==> config.mk <==
export PLATFORM = sky130hd
export DESIGN_NAME = out_sel_scheduler
export DESIGN_NICKNAME = d
export VERILOG_FILES = /design/src/rtl/out_sel_scheduler.sv
export SDC_FILE = /design/constraint.sdc
export NUM_CORES = 1
export LEC_CHECK = 0
export CAP_MARGIN = 15
export CORE_ASPECT_RATIO = 0.9
export CORE_MARGIN = 3
export CORE_UTILIZATION = 59
export CTS_BUF_LIST = sky130_fd_sc_hd__clkbuf_8
export CTS_CLUSTER_DIAMETER = 80
export CTS_CLUSTER_SIZE = 28
export DETAILED_ROUTE_END_ITERATION = 7
export GPL_ROUTABILITY_DRIVEN = 0
export PLACE_DENSITY = 0.79
export SYNTH_ARGS = -nofsm -noshare
export SYNTH_HDL_FRONTEND = slang
export SYNTH_SLANG_ARGS = --single-unit
==> constraint.sdc <==
create_clock -name clk_i -period 4.7 [get_ports clk_i]
set_input_delay 0.94 -clock clk_i [delete_from_list [all_inputs] [get_ports clk_i]]
set_output_delay 0.94 -clock clk_i [all_outputs]
set_load 0.05 [all_outputs]
==> src/rtl/out_sel_scheduler.sv <==
// out_sel_scheduler: round-robin owner selection for the shared one-hot output lines.
// Produces the 1-based select code for the output decoder (0 = nothing driven).
// Enforces a mandatory idle cycle between grants and an optional maximum hold time.
module out_sel_scheduler #(
   parameter int N_REQ    = 8,
   parameter int SEL_W    = $clog2(N_REQ + 1),
   parameter int MAX_HOLD = 16
) (
   input  logic             clk_i,
   input  logic             rst_i,
   input  logic             en_i,
   input  logic [N_REQ-1:0] req_i,
   input  logic             done_i,
   output logic [SEL_W-1:0] sel_o,
   output logic             busy_o,
   output logic             timeout_o
);

   // A zero-width counter is not legal, so an unlimited hold still keeps one bit.
   localparam int CNT_W = (MAX_HOLD > 0) ? $clog2(MAX_HOLD + 1) : 1;
   localparam int PTR_W = $clog2(N_REQ);
   localparam logic [CNT_W-1:0] CNT_MAX = {CNT_W{1'b1}};

   typedef enum logic [0:0] {
      ST_IDLE  = 1'b0,
      ST_GRANT = 1'b1
   } state_t;

   state_t           state_q;
   logic [PTR_W-1:0] last_q;
   logic [PTR_W-1:0] owner_q;
   logic [CNT_W-1:0] cnt_q;
   logic [SEL_W-1:0] sel_q;
   logic             busy_q;
   logic             timeout_q;

   logic             win_vld_s;
   logic [PTR_W-1:0] win_idx_s;
   logic             hold_exp_s;
   logic             owner_req_s;

   // Round-robin search: scan from farthest to nearest so the nearest set bit after last_q wins.
   always_comb begin
      logic [PTR_W-1:0] idx_v;
      idx_v     = '0;
      win_vld_s = 1'b0;
      win_idx_s = '0;
      for (int off = N_REQ; off >= 1; off--) begin
         idx_v     = PTR_W'((int'(last_q) + off) % N_REQ);
         win_vld_s = win_vld_s | req_i[idx_v];
         win_idx_s = req_i[idx_v] ? idx_v : win_idx_s;
      end
   end

   // Release qualifiers for the current owner.
   always_comb begin
      hold_exp_s  = (MAX_HOLD != 0) && (cnt_q == CNT_W'(MAX_HOLD - 1));
      owner_req_s = req_i[owner_q];
   end

   // Scheduler FSM with all outputs registered; release always passes through IDLE for one cycle.
   always_ff @(posedge clk_i) begin
      if (rst_i) begin
         state_q   <= ST_IDLE;
         sel_q     <= '0;
         busy_q    <= 1'b0;
         timeout_q <= 1'b0;
         cnt_q     <= '0;
         last_q    <= PTR_W'(N_REQ - 1);
         owner_q   <= '0;
      end else begin
         case (state_q)
            ST_IDLE: begin
               timeout_q <= 1'b0;
               if (en_i && win_vld_s) begin
                  owner_q <= win_idx_s;
                  sel_q   <= SEL_W'(win_idx_s) + SEL_W'(1);
                  busy_q  <= 1'b1;
                  cnt_q   <= '0;
                  state_q <= ST_GRANT;
               end else begin
                  sel_q   <= '0;
                  busy_q  <= 1'b0;
               end
            end
            ST_GRANT: begin
               if (!en_i || done_i || !owner_req_s) begin
                  // Voluntary or enable-driven release never flags a timeout.
                  sel_q     <= '0;
                  busy_q    <= 1'b0;
                  timeout_q <= 1'b0;
                  last_q    <= owner_q;
                  state_q   <= ST_IDLE;
               end else if (hold_exp_s) begin
                  sel_q     <= '0;
                  busy_q    <= 1'b0;
                  timeout_q <= 1'b1;
                  last_q    <= owner_q;
                  state_q   <= ST_IDLE;
               end else begin
                  cnt_q     <= (cnt_q == CNT_MAX) ? cnt_q : cnt_q + CNT_W'(1);
                  timeout_q <= 1'b0;
               end
            end
            default: begin
               state_q   <= ST_IDLE;
               sel_q     <= '0;
               busy_q    <= 1'b0;
               timeout_q <= 1'b0;
            end
         endcase
      end
   end

   assign sel_o     = sel_q;
   assign busy_o    = busy_q;
   assign timeout_o = timeout_q;

endmodule

==> summary.md <==
| Metric | Value |
|---|---|
| Resized cells post-CTS | 0 |
| Antenna Nets Post-Route | 0 |
| Synth Flop Type | dfxtp_1 |
| I/O Buffers | 17 |
| Flop2flop setup slack | 1.03 ns |
| Max Clk Rate | 0.265 GHz |
| Net Count, Synth | 213 |
| Iter 0 DRT Violations | 84 |
| Die span in x | 64.1 um |
| Status | complete, no violations |
| Top-area cell type share of the netlist area | 0.214 |
| N_diodes | 0 |
| Fin Clk Skew | 0.00172 ns |
| Via count | 1620 |
| Max-slew violations | 0 |
| Maxcap violations | 0 |
| CTS hold repair buffers | 0 |
| Largest net degree at the start of global routing | 23 |
| Antenna violations before repair | 0 |
| Clock Path Buffers | 2 |
| Period minus WS final | 3.78 ns |
| Post-synth cell types | 51 |
| Global-route wire length before repair | 7.28 mm |
| Root Buffer | clkbuf_8 |
| Max incr delay on CP | 0.55 ns |
| Full die area | 3730 um^2 |
| Post-route DRC | 0 |
| Mean area per synthesized cell | 9.18 um^2 |
| Worst reg2reg path endpoint | sel_o[2] |
| Commonest non-fill, non-tap cell in the layout | nor2_1 |
| Post-synthesis cell area | 1790 um^2 |
| Core ar. | 2820 um^2 |
| CP max FO | 10 |
| Hold Path Class | reg2reg |
| GRT overflow | 0 |
| Synth warn | 0 |
| Final setup fails | 0 |
| Gr usage total | 0.249 |
| Reg clk slew, reported paths | 0.06 ns |
| Async SR Flop Fraction | 0 |
| Die H | 58.3 um |
| CP max stage cell | clkdlybuf4s50_1 |
| CP Launch Point | req_i[5] |
| CP endpoint | sel_o[2] |
| H-tree Lvls | 1 |
| Routed WL | 4.24 mm |
| DRT Pass-1 Iters | 4 |
| Mux contribution to synthesized area | 0.314 |
| #FFs+latches synth | 18 |
| Fill count | 211 |
| Largest family of logic cells by synthesized area | multiplexers |
| Kind of end point of the critical path | register |
| Hold WS | 0.449 ns |
| Area share of fa/ha/maj cells after synthesis | 0.0419 |
| Initial Utilization | 0.636 |
| Leakage power | 0.759 nW |
| Area contributors post-synth | mux4_2, dfxtp_1, nor2_1 |
| Worst skew pair latency | 0.25 ns |
| Worst-margin pin slew | 0.939 ns |
| Worst Path Class, Setup | in2reg |
| Reg-to-reg critical path startpoint | last_q[0] |
| Multi-input logic area | 1320 um^2 |
| Routed wire per std cell | 17.0 um |
| Cells along the critical path | clkdlybuf4s50_1 -> mux2_2 -> mux4_2 -> or3_1 -> a2111oi_2 -> a211oi_2 -> nor2b_1 -> a32oi_1 -> nand3_1 |
| Post-synthesis compound-gate area fraction | 0.187 |
| CTS tree | built |
| R2r worst-path depth | 10 |
| Rel. slew slack | 0.373 |
| Gate Count Post-Synth | 195 |
| Fraction of the mapped netlist area in simple logic gates | 0.168 |
| Final net count | 229 |
| Largest area contributor in the netlist | mux4_2 |
| IO Pins | 18 |
| Synth Area in XOR/XNOR | 0.0294 |
| Flop pwr share | 0.286 |
| CP Data Required Time | 4.84 ns |
| Gate power share | 0.517 |
| Crit path DAT | 3.92 ns |
| Area Growth Syn to Fin | 13.0% |
| Clk pwr share | 0.196 |
| Sequential cell area | 360 um^2 |
| Share of layout cells above drive strength 1 | 0.176 |
| Vias in the first global route | 1558 |
| Period utilization | 0.803 |
| Power, Total | 0.000625 W |
| Power density over the cells | 309 nW/um^2 |
| Total net switching power | 0.000243 W |
| Clk sinks | 18 |
| Most frequent cells in the layout | nor2_1, nand2_1, dfxtp_1 |
| Final TNS setup | 0 ns |
| Seq/Total Area, Yosys | 0.201 |
| Postcts setup bufs | 0 |
| TritonCTS buffer count | 3 |
| Sw frac | 0.388 |
| Hold Violations, Final | 0 |
| Pint | 0.000382 W |
| Detailed placement HPWL | 3.25 mm |
| RSZ-0062 raised after global routing | false |
| Number of synthesized flops with an enable pin | 0 |
| Vias per cell | 6.48 |
| # rows | 18 |
| Startpoint types | input pin |
| Worst vdd ir | 332 uV |
## critical path: cells and delay by family
family | cells | cell delay (ns)
AO/OA/AOI/OAI | 3 | 0.80
buffers and inverters | 1 | 0.55
multiplexers | 2 | 0.92
AND/OR/NAND/NOR | 3 | 0.71
## worst min path at each step
| stage | start | to | cells after the start |
|---|---|---|---|
| 6_report | busy_o | busy_o | 2 |
| 3_3_place_gp | busy_o | busy_o | 2 |
| 2_1_floorplan | cnt_q[4] | cnt_q[4] | 2 |
| 5_1_grt | busy_o | busy_o | 2 |
| 3_5_place_dp | busy_o | busy_o | 2 |
| 4_1_cts | sel_o[3] | sel_o[3] | 2 |
## cells in the mapped netlist, types with 2 or more instances
library cell,n
a211oi_1,4
a21boi_1,3
a21oi_1,11
a22o_1,3
a31oi_1,3
buf_6,2
clkbuf_1,3
clkinv_1,2
dfxtp_1,18
ha_1,6
inv_1,8
mux2_2,6
mux2i_1,7
mux4_2,17
nand2_1,18
nand2b_1,4
nand3_1,5
nor2_1,23
nor2b_1,3
nor3_1,2
nor3b_1,3
o21ai_0,5
o21ai_1,6
or3_1,2
xor2_1,5
## stage by stage
| step | instance area, um^2 | setup slack (ns) | util | std cells |
|---|---|---|---|---|
| final | 2020 | 0.924 | 0.719 | 250 |
| after global routing | 2020 | 0.753 | 0.719 | 250 |
| after CTS | 2020 | 0.953 | 0.719 | 250 |
| after detailed placement | 1970 | 0.698 | 0.699 | 246 |
| after global placement | 1970 | 0.739 | 0.699 | 246 |
| after floorplan | 1790 | 1.02 | - | 195 |
## registers in the layout, indices dropped and copies added (netlist names)
| signal | cells |
|---|---|
| owner_q | 3 |
| sel_o | 4 |
| state_q | 1 |
| cnt_q | 5 |
| last_q | 3 |
| busy_o | 1 |
| timeout_o | 1 |
## final cells by class
class,count,share of cell area
tap,40,0.0247
multi-input combinational,157,0.654
timing repair buffer,20,0.0952
sequential,18,0.178
inverter,11,0.0204
clock buffer,4,0.0272
## kinds of logic after synthesis
family                   Yosys count
AO/OA/AOI/OAI                     48
XOR/XNOR                           6
adder cells (fa/ha/maj)            6
buffers and inverters             20
flip-flops                        18
multiplexers                      32
AND/OR/NAND/NOR                   65
## power by group through the flow
stage | combinational, W | sequential, W | clock, W
floorplan | 0.000235 | 0.000194 | 0
global placement | 0.000312 | 0.000181 | 0
detailed placement | 0.000317 | 0.000183 | 0
CTS | 0.000319 | 0.000179 | 0.000127
global route | 0.000351 | 0.000181 | 0.000132
finish | 0.000323 | 0.000179 | 0.000123
## metal layers
| layer | GRT usage | up-vias | wire length [um] |
|---|---|---|---|
| met3 | 0.0504 | 8 | 369 |
| met5 | 0 | - | 0 |
| met2 | 0.404 | 80 | 2020 |
| met1 | 0.347 | 765 | 1800 |
| met4 | 0.0523 | 0 | 55 |
| li1 | - | 767 | - |
No activity file was read; power rests on OpenSTA's default activity.
